$ cat src/rtl/gemm_pkg.sv
// gemm_pkg: shared types and helpers for the tiled GEMM sequencer.
//   sched_state_e  - scheduler FSM states
//   ceil_div       - integer ceiling division used for tile counts
//   accum_rows     - accumulator rows available per column tile
//   fill_repeats   - number of SYS_ROW blocks that fit in the weight FIFO
//   idx_width      - safe index width (never 0)
package gemm_pkg;

  localparam int unsigned DEF_SYS_ROW    = 16;
  localparam int unsigned DEF_SYS_COL    = 16;
  localparam int unsigned DEF_DATA_WIDTH = 16;
  localparam int unsigned DEF_ADDR_WIDTH = 16;
  localparam int unsigned DEF_ACCUM_SIZE = 512;

  typedef enum logic [2:0] {
    ST_IDLE,
    ST_CHECK,
    ST_INIT_FILL,
    ST_ISSUE,
    ST_WAIT,
    ST_STORE,
    ST_DONE
  } sched_state_e;

  function automatic int unsigned ceil_div(input int unsigned num, input int unsigned den);
    int unsigned q;
    q = num / den;
    if ((num % den) != 0) q = q + 1;
    return q;
  endfunction

  function automatic int unsigned accum_rows(input int unsigned accum_size, input int unsigned sys_col);
    return accum_size / sys_col;
  endfunction

  function automatic int unsigned fill_repeats(input int unsigned fifo_depth, input int unsigned sys_row);
    return fifo_depth / sys_row;
  endfunction

  function automatic int unsigned idx_width(input int unsigned n);
    return (n > 1) ? $clog2(n) : 1;
  endfunction

endpackage

$ cat src/rtl/tile_store_gen.sv
// tile_store_gen: walks accumulator rows 0..last_row for one column tile and
// produces the matching output address, one beat per valid/ready transfer.
// The output address starts at base_i and advances by stride_i per accepted
// beat, so no multiplier is needed.
//   clk_i, rst_i   - clock, synchronous active-high reset
//   start_i        - pulse: begin a new tile (row 0, address base_i)
//   last_row_i     - index of the final row of the tile
//   base_i         - first output address (column tile index)
//   stride_i       - address step per row (number of column tiles)
//   ready_i        - consumer ready
//   valid_o        - beat available; row_o/addr_o held until accepted
//   last_o         - pulse: the final beat was accepted this cycle
module tile_store_gen
  import gemm_pkg::*;
#(
  parameter int unsigned ROW_W      = 5,
  parameter int unsigned ADDR_WIDTH = DEF_ADDR_WIDTH
) (
  input  logic                  clk_i,
  input  logic                  rst_i,
  input  logic                  start_i,
  input  logic [ROW_W-1:0]      last_row_i,
  input  logic [ADDR_WIDTH-1:0] base_i,
  input  logic [ADDR_WIDTH-1:0] stride_i,
  input  logic                  ready_i,
  output logic                  valid_o,
  output logic [ROW_W-1:0]      row_o,
  output logic [ADDR_WIDTH-1:0] addr_o,
  output logic                  last_o
);

  logic                  valid_q, valid_d;
  logic [ROW_W-1:0]      row_q, row_d;
  logic [ADDR_WIDTH-1:0] addr_q, addr_d;
  logic                  fire;
  logic                  at_last;

  assign fire    = valid_q & ready_i;
  assign at_last = (row_q == last_row_i);

  always_comb begin
    valid_d = valid_q;
    row_d   = row_q;
    addr_d  = addr_q;
    if (start_i) begin
      valid_d = 1'b1;
      row_d   = '0;
      addr_d  = base_i;
    end else if (fire) begin
      if (at_last) begin
        valid_d = 1'b0;
      end else begin
        row_d  = row_q + ROW_W'(1);
        addr_d = addr_q + stride_i;
      end
    end
  end

  always_ff @(posedge clk_i) begin
    if (rst_i) begin
      valid_q <= 1'b0;
      row_q   <= '0;
      addr_q  <= '0;
    end else begin
      valid_q <= valid_d;
      row_q   <= row_d;
      addr_q  <= addr_d;
    end
  end

  assign valid_o = valid_q;
  assign row_o   = row_q;
  assign addr_o  = addr_q;
  assign last_o  = fire & at_last;

endmodule

$ cat src/rtl/gemm_tile_sched.sv
// gemm_tile_sched: master sequencer for the tiled GEMM datapath.
// Accepts a (num_in x num_common) * (num_common x num_out) job, fills the
// weight FIFO, issues one compute command per K-tile, and stores each column
// tile from the accumulator before moving to the next.
//   clk_i, rst_i                  - clock, synchronous active-high reset
//   start_i, num_*_i, relu_en_i   - job request and dimensions
//   busy_o, done_o, err_o         - job status
//   fill_req_o/base/repeat, fill_done_i            - weight FIFO fill
//   comp_req_o/w_base/in_base/weight_fill, sys_done_i - per-tile compute
//   w_invalid_o                   - weight invalidate after each tile
//   store_valid_o/ready_i/accum_addr/out_addr/relu - store beats
//   accum_clr_o                   - accumulator clear after a column tile
//
// state      | meaning
// -----------+----------------------------------------------------------
// IDLE       | waiting for start
// CHECK      | compute tile counts, validate job
// INIT_FILL  | fill_req on entry, then wait for fill_done
// ISSUE      | comp_req for current K-tile
// WAIT       | wait for sys_done; next K-tile or store
// STORE      | store beats; one extra cycle carries accum_clr
// DONE       | done pulse (err when rejected)
module gemm_tile_sched
  import gemm_pkg::*;
#(
  parameter int unsigned SYS_ROW    = DEF_SYS_ROW,
  parameter int unsigned SYS_COL    = DEF_SYS_COL,
  parameter int unsigned DATA_WIDTH = DEF_DATA_WIDTH,
  parameter int unsigned ADDR_WIDTH = DEF_ADDR_WIDTH,
  parameter int unsigned ACCUM_SIZE = DEF_ACCUM_SIZE,
  parameter int unsigned FIFO_DEPTH = 2 * SYS_ROW
) (
  input  logic                  clk_i,
  input  logic                  rst_i,
  input  logic                  start_i,
  input  logic [DATA_WIDTH-1:0] num_in_i,
  input  logic [DATA_WIDTH-1:0] num_common_i,
  input  logic [DATA_WIDTH-1:0] num_out_i,
  input  logic                  relu_en_i,
  output logic                  busy_o,
  output logic                  done_o,
  output logic                  err_o,
  output logic                  fill_req_o,
  output logic [ADDR_WIDTH-1:0] fill_base_o,
  output logic [31:0]           fill_repeat_o,
  input  logic                  fill_done_i,
  output logic                  comp_req_o,
  output logic [ADDR_WIDTH-1:0] comp_w_base_o,
  output logic [ADDR_WIDTH-1:0] comp_in_base_o,
  output logic                  comp_weight_fill_o,
  input  logic                  sys_done_i,
  output logic [SYS_ROW-1:0]    w_invalid_o,
  output logic                  store_valid_o,
  input  logic                  store_ready_i,
  output logic [idx_width(accum_rows(ACCUM_SIZE, SYS_COL))-1:0] store_accum_addr_o,
  output logic [ADDR_WIDTH-1:0] store_out_addr_o,
  output logic                  store_relu_o,
  output logic                  accum_clr_o
);

  localparam int unsigned ACCUM_ROW   = accum_rows(ACCUM_SIZE, SYS_COL);
  localparam int unsigned FILL_REPEAT = fill_repeats(FIFO_DEPTH, SYS_ROW);
  localparam int unsigned ROW_W       = idx_width(ACCUM_ROW);

  sched_state_e          state_q, state_d;
  logic [DATA_WIDTH-1:0] num_in_q, num_in_d;
  logic [DATA_WIDTH-1:0] num_common_q, num_common_d;
  logic [DATA_WIDTH-1:0] num_out_q, num_out_d;
  logic                  relu_q, relu_d;
  logic [DATA_WIDTH-1:0] tiles_k_q, tiles_k_d;
  logic [DATA_WIDTH-1:0] tiles_n_q, tiles_n_d;
  logic [DATA_WIDTH-1:0] kt_q, kt_d;
  logic [DATA_WIDTH-1:0] nt_q, nt_d;
  logic [ADDR_WIDTH-1:0] w_ptr_q, w_ptr_d;
  logic                  first_q, first_d;
  logic                  fill_sent_q, fill_sent_d;
  logic                  err_q, err_d;
  logic                  w_inv_q, w_inv_d;
  logic                  accum_clr_q, accum_clr_d;

  logic                  store_start;
  logic                  store_last;
  logic                  job_bad;

  assign job_bad = (num_in_q == '0) || (num_common_q == '0) || (num_out_q == '0) ||
                   (32'(num_in_q) > ACCUM_ROW);

  always_comb begin
    state_d      = state_q;
    num_in_d     = num_in_q;
    num_common_d = num_common_q;
    num_out_d    = num_out_q;
    relu_d       = relu_q;
    tiles_k_d    = tiles_k_q;
    tiles_n_d    = tiles_n_q;
    kt_d         = kt_q;
    nt_d         = nt_q;
    w_ptr_d      = w_ptr_q;
    first_d      = first_q;
    fill_sent_d  = fill_sent_q;
    err_d        = err_q;
    w_inv_d      = 1'b0;
    accum_clr_d  = 1'b0;
    store_start  = 1'b0;

    case (state_q)
      ST_IDLE: begin
        if (start_i) begin
          num_in_d     = num_in_i;
          num_common_d = num_common_i;
          num_out_d    = num_out_i;
          relu_d       = relu_en_i;
          kt_d         = '0;
          nt_d         = '0;
          w_ptr_d      = ADDR_WIDTH'(FIFO_DEPTH);
          first_d      = 1'b1;
          fill_sent_d  = 1'b0;
          err_d        = 1'b0;
          state_d      = ST_CHECK;
        end
      end
      ST_CHECK: begin
        tiles_k_d = DATA_WIDTH'(ceil_div(32'(num_common_q), SYS_ROW));
        tiles_n_d = DATA_WIDTH'(ceil_div(32'(num_out_q), SYS_COL));
        if (job_bad) begin
          err_d   = 1'b1;
          state_d = ST_DONE;
        end else begin
          state_d = ST_INIT_FILL;
        end
      end
      ST_INIT_FILL: begin
        fill_sent_d = 1'b1;
        if (fill_done_i) state_d = ST_ISSUE;
      end
      ST_ISSUE: begin
        // The weight pointer keeps advancing across column tiles.
        w_ptr_d = w_ptr_q + ADDR_WIDTH'(SYS_COL);
        first_d = 1'b0;
        state_d = ST_WAIT;
      end
      ST_WAIT: begin
        if (sys_done_i) begin
          w_inv_d = 1'b1;
          if (kt_q == tiles_k_q - DATA_WIDTH'(1)) begin
            kt_d        = '0;
            store_start = 1'b1;
            state_d     = ST_STORE;
          end else begin
            kt_d    = kt_q + DATA_WIDTH'(1);
            state_d = ST_ISSUE;
          end
        end
      end
      ST_STORE: begin
        // Stay one cycle after the last beat so accum_clr precedes the
        // next command or done.
        if (store_last) accum_clr_d = 1'b1;
        if (accum_clr_q) begin
          if (nt_q == tiles_n_q - DATA_WIDTH'(1)) begin
            state_d = ST_DONE;
          end else begin
            nt_d    = nt_q + DATA_WIDTH'(1);
            state_d = ST_ISSUE;
          end
        end
      end
      ST_DONE: begin
        state_d = ST_IDLE;
      end
      default: begin
        state_d = ST_IDLE;
      end
    endcase
  end

  always_ff @(posedge clk_i) begin
    if (rst_i) begin
      state_q      <= ST_IDLE;
      num_in_q     <= '0;
      num_common_q <= '0;
      num_out_q    <= '0;
      relu_q       <= 1'b0;
      tiles_k_q    <= '0;
      tiles_n_q    <= '0;
      kt_q         <= '0;
      nt_q         <= '0;
      w_ptr_q      <= '0;
      first_q      <= 1'b0;
      fill_sent_q  <= 1'b0;
      err_q        <= 1'b0;
      w_inv_q      <= 1'b0;
      accum_clr_q  <= 1'b0;
    end else begin
      state_q      <= state_d;
      num_in_q     <= num_in_d;
      num_common_q <= num_common_d;
      num_out_q    <= num_out_d;
      relu_q       <= relu_d;
      tiles_k_q    <= tiles_k_d;
      tiles_n_q    <= tiles_n_d;
      kt_q         <= kt_d;
      nt_q         <= nt_d;
      w_ptr_q      <= w_ptr_d;
      first_q      <= first_d;
      fill_sent_q  <= fill_sent_d;
      err_q        <= err_d;
      w_inv_q      <= w_inv_d;
      accum_clr_q  <= accum_clr_d;
    end
  end

  tile_store_gen #(
    .ROW_W      (ROW_W),
    .ADDR_WIDTH (ADDR_WIDTH)
  ) u_store (
    .clk_i      (clk_i),
    .rst_i      (rst_i),
    .start_i    (store_start),
    .last_row_i (ROW_W'(num_in_q - DATA_WIDTH'(1))),
    .base_i     (ADDR_WIDTH'(nt_q)),
    .stride_i   (ADDR_WIDTH'(tiles_n_q)),
    .ready_i    (store_ready_i),
    .valid_o    (store_valid_o),
    .row_o      (store_accum_addr_o),
    .addr_o     (store_out_addr_o),
    .last_o     (store_last)
  );

  assign busy_o             = (state_q != ST_IDLE) && (state_q != ST_DONE);
  assign done_o             = (state_q == ST_DONE);
  assign err_o              = done_o & err_q;
  assign fill_req_o         = (state_q == ST_INIT_FILL) && !fill_sent_q;
  assign fill_base_o        = '0;
  assign fill_repeat_o      = fill_req_o ? 32'(FILL_REPEAT) : 32'd0;
  assign comp_req_o         = (state_q == ST_ISSUE);
  assign comp_w_base_o      = comp_req_o ? w_ptr_q : '0;
  assign comp_in_base_o     = comp_req_o ? ADDR_WIDTH'(32'(kt_q) * ACCUM_ROW) : '0;
  assign comp_weight_fill_o = comp_req_o & first_q;
  assign w_invalid_o        = {SYS_ROW{w_inv_q}};
  assign store_relu_o       = store_valid_o & relu_q;
  assign accum_clr_o        = accum_clr_q;

endmodule
$ cat config.mk
export PLATFORM = sky130hd
export DESIGN_NAME = gemm_tile_sched
export DESIGN_NICKNAME = d
export VERILOG_FILES = /design/src/rtl/gemm_pkg.sv /design/src/rtl/tile_store_gen.sv /design/src/rtl/gemm_tile_sched.sv
export SDC_FILE = /design/constraint.sdc
export NUM_CORES = 1
export LEC_CHECK = 0
export BUFFER_PORTS_ARGS = -buffer_cell sky130_fd_sc_hd__buf_2
export CORE_MARGIN = 3
export CORE_UTILIZATION = 40
export CTS_CLUSTER_DIAMETER = 80
export DETAILED_ROUTE_END_ITERATION = 8
export SLEW_MARGIN = 20
export SYNTH_ARGS = -nofsm -noshare
export SYNTH_HDL_FRONTEND = slang
export SYNTH_SLANG_ARGS = --single-unit
$ cat constraint.sdc
create_clock -name clk_i -period 3.75 [get_ports clk_i]
set_input_delay 0.75 -clock clk_i [delete_from_list [all_inputs] [get_ports clk_i]]
set_output_delay 0.75 -clock clk_i [all_outputs]
set_load 0.02 [all_outputs]
==> reports/qor.csv <==
metric;value;unit
pwr-share-comb;0.432;
cts_buffer_depth;2;
die_x;157;µm
synth_fa_ha_area_frac;0.0352;
nets;1325;
pwr-share-clk;0.243;
rr_startpoint;tiles_n_q[1]$_SDFFE_PP0P_;
ctsResizeCount;0;
rows;54;
synth_cell_type_count;72;
cap_viol_max_count;0;
whs;0.453;ns
tns;0;ns
tightest_slew;0.661;ns
clock-sinks;149;
yosys.area.top_type;dfxtp_1;
grt_max_degree;88;
skew;0.00988;ns
hold_buffers;0;
die-area;24600;µm²
cts_root_buffer;clkbuf_16;
path_clk_slew;0.06;ns
detail_route.wirelength;22800;µm
io_pins;181;
switching_share;0.417;
hp-start;num_in_q[13]$_SDFFE_PP0P_;
drc;0;
syn_avg_cell_area;7.79;µm²
max_slew_margin;0.553;
vias;8022;
placed_cell_area;9610;µm²
gp_congestion;0.873;
vias_per_cell;5.22;
critPathLaunchType;register;
ys_seq_area_frac;0.328;
drt_iter0_drc;522;
hold_path_end;num_in_q[13]$_SDFFE_PP0P_;
required;4.09;ns
area_delta_synth_final;12.0;%
synth_top_family_by_area;simple AND/OR/NAND/NOR gates;
start_util;0.412;
setup_viol;0;
ant_nets;0;
io_buffers;124;
period_needed;3.30;ns
power_density;672;nW/µm²
first_pass_iters;5;
syn_inst;1168;
yosys.area_share.simple;0.273;
post-route-cell-area;10200;µm²
slew_violations;0;
synth_area_leaders;dfxtp_1 (33%), nand2_1 (6.8%), buf_4 (6.1%);
rr_worst_depth;12;
wl_per_cell;14.8;µm
dp_hpwl;16700;µm
numCtsBuffers;17;
synth-xor-area-share;0.0863;
worstHoldPathCells;2;
clk_latency;0.42;ns
muxShareOfSynthArea;0.0300;
arrival;3.64;ns
syn_area;9090;µm²
post-cts-setup-buffers;0;
die_h;157;µm
final_hold_viol_count;0;
synth-compound-area-share;0.146;
crit_path_max_fanout;30;
synth-main-ff-cell;dfxtp_1;
ys_ff_latch;149;
max_freq;0.303;GHz
regToRegSetupSlack;0.45;ns
synth_top_area_frac;0.328;
crit_path_end_kind;register;
leakage;4.18;nW
grt_usage;0.183;
ir_drop;0.000401;V
synth_edf_count;0;
fin_crit_sh;0.880;
synthArstFlopShare;0;
first_global_vias;7227;
critical_path_class;reg2reg;
grt_antenna_before_repair;0;
drive_gt1_frac;0.165;
core-area;22100;µm²
yosys_warnings;0;
timing.rr.end;nt_q[15]$_SDFFE_PP0P_;
power.switching;0.00286;W
num_antenna_cells;0;
power.total;0.00684;W
h-tree-depth;4;
rsz0062_at_grt;no;
overflow;0;
p_seq_frac;0.325;
p_int;0.00399;W
hp-class;reg2reg;
tritoncts;built;
grt_pass1_wl;36900;µm
outcome;finished clean;
registers in the layout (all words and copies together) (netlist names), 3 cells and up:
register,flops
state_q,3
nt_q,16
num_common_q,16
tiles_k_q,13
num_in_q,16
tiles_n_q,13
kt_q,16
u_store.row_o,5
num_out_q,16
u_store.addr_o,16
w_ptr_q,12
synthesized netlist by cell type (4+ instances only):
cell and n:
and2_1 6, nor3b_1 5, dfxtp_1 149, mux2_2 10
ha_1 24, nand2b_1 9, buf_2 6, nand3_1 28
nand4_1 11, o21ai_0 26, buf_4 74, mux2i_1 16
o21a_1 7, or3_2 5, a211oi_1 28, xor2_1 26
nor4_1 23, nand2_1 164, a31oi_1 6, o31ai_1 5
nor4b_1 4, or2_2 4, nor2_1 104, and3_1 48
nand3b_1 5, o211ai_1 7, xnor2_1 61, a21oi_1 95
clkbuf_1 55, nor3_1 32, or3_1 13, or4_1 11
nor2b_1 15, inv_1 28
cells in the final DEF (no fill, tap or decap), types with 6 or more instances in the layout:
cell type,netlist,final
or3_1,13,13
nand3_1,28,28
nor4_1,23,23
nor3_1,32,31
a31oi_1,6,6
inv_1,28,28
nand2b_1,9,9
nor2_1,104,104
a21oi_1,95,94
xnor2_1,61,61
mux2_2,10,10
xor2_1,26,26
clkbuf_16,0,17
buf_4,74,17
a211oi_1,28,28
and3_1,48,48
o211ai_1,7,7
mux2i_1,16,16
dfxtp_1,149,149
o21a_1,7,7
nand2_1,164,163
conb_1,1,56
o21ai_0,26,26
buf_2,6,123
nand4_1,11,11
nor2b_1,15,14
or4_1,11,11
ha_1,24,24
final cells by class:
type	instances	area, µm²
tap	280	350
timing repair buffer	141	763
fill	2207	11900
clock inverter	13	123
clock buffer	19	453
sequential	149	2980
inverter	28	105
multi-input combinational	908	5410
through the flow:
step / util / instances / worst slack, ns
after floorplan: - / 1223 / 0.631
after global placement: 0.435 / 1506 / 0.558
after detailed placement: 0.435 / 1506 / 0.495
after CTS: 0.461 / 1538 / 0.474
after global routing: 0.461 / 1538 / 0.248
final: 0.461 / 1538 / 0.450
worst max-delay path by stage:
stage	startpoint	end	slack, ns	cells past startpoint
6_report	tiles_n_q[1]$_SDFFE_PP0P_	nt_q[15]$_SDFFE_PP0P_	0.45	12
2_1_floorplan	tiles_n_q[1]$_SDFFE_PP0P_	nt_q[10]$_SDFFE_PP0P_	0.63	12
3_5_place_dp	tiles_n_q[1]$_SDFFE_PP0P_	nt_q[15]$_SDFFE_PP0P_	0.50	12
5_1_grt	tiles_k_q[0]$_SDFFE_PP0P_	kt_q[13]$_SDFFE_PP0P_	0.25	9
3_3_place_gp	tiles_n_q[1]$_SDFFE_PP0P_	nt_q[15]$_SDFFE_PP0P_	0.56	11
4_1_cts	tiles_n_q[1]$_SDFFE_PP0P_	nt_q[15]$_SDFFE_PP0P_	0.47	12
worst max-delay path, cell delays in order, from the launching register on:
cell and delay (ns):
dfxtp_1 0.35, inv_1 0.11, ha_1 0.25, or4b_1 0.48, buf_4 0.18, nor4_1 0.39
xnor2_1 0.15, o221ai_2 0.18, nor4_2 0.08, a21o_1 0.18, buf_4 0.21, or4b_1 0.52
a21oi_1 0.15
cell families after synthesis:
kind of cell / after synthesis
buffers and inverters: 166
muxes: 26
AOI/OAI and AO/OA: 212
xor gates and xnor gates: 88
DFF: 149
and+or+nand+nor: 501
adders and majority gates: 25
other: 1
metal layers:
| metal | GRT usage | vias up | wire length (µm) |
|---|---|---|---|
| met5 | 0 | - | 0 |
| met4 | 0.0509 | 0 | 359 |
| met3 | 0.0343 | 25 | 1280 |
| met2 | 0.276 | 213 | 9850 |
| met1 | 0.265 | 3656 | 11300 |
| li1 | - | 4128 | - |
power by group through the flow:
stage	registers, W	logic, W	clock network [W]
final	0.00222	0.00296	0.00166
after global routing	0.00227	0.00332	0.00177
after CTS	0.00222	0.00296	0.00170
after detailed placement	0.00226	0.00295	0
after global placement	0.00225	0.00291	0
after floorplan	0.00206	0.00255	0
Power figures use the tool's default switching activity.
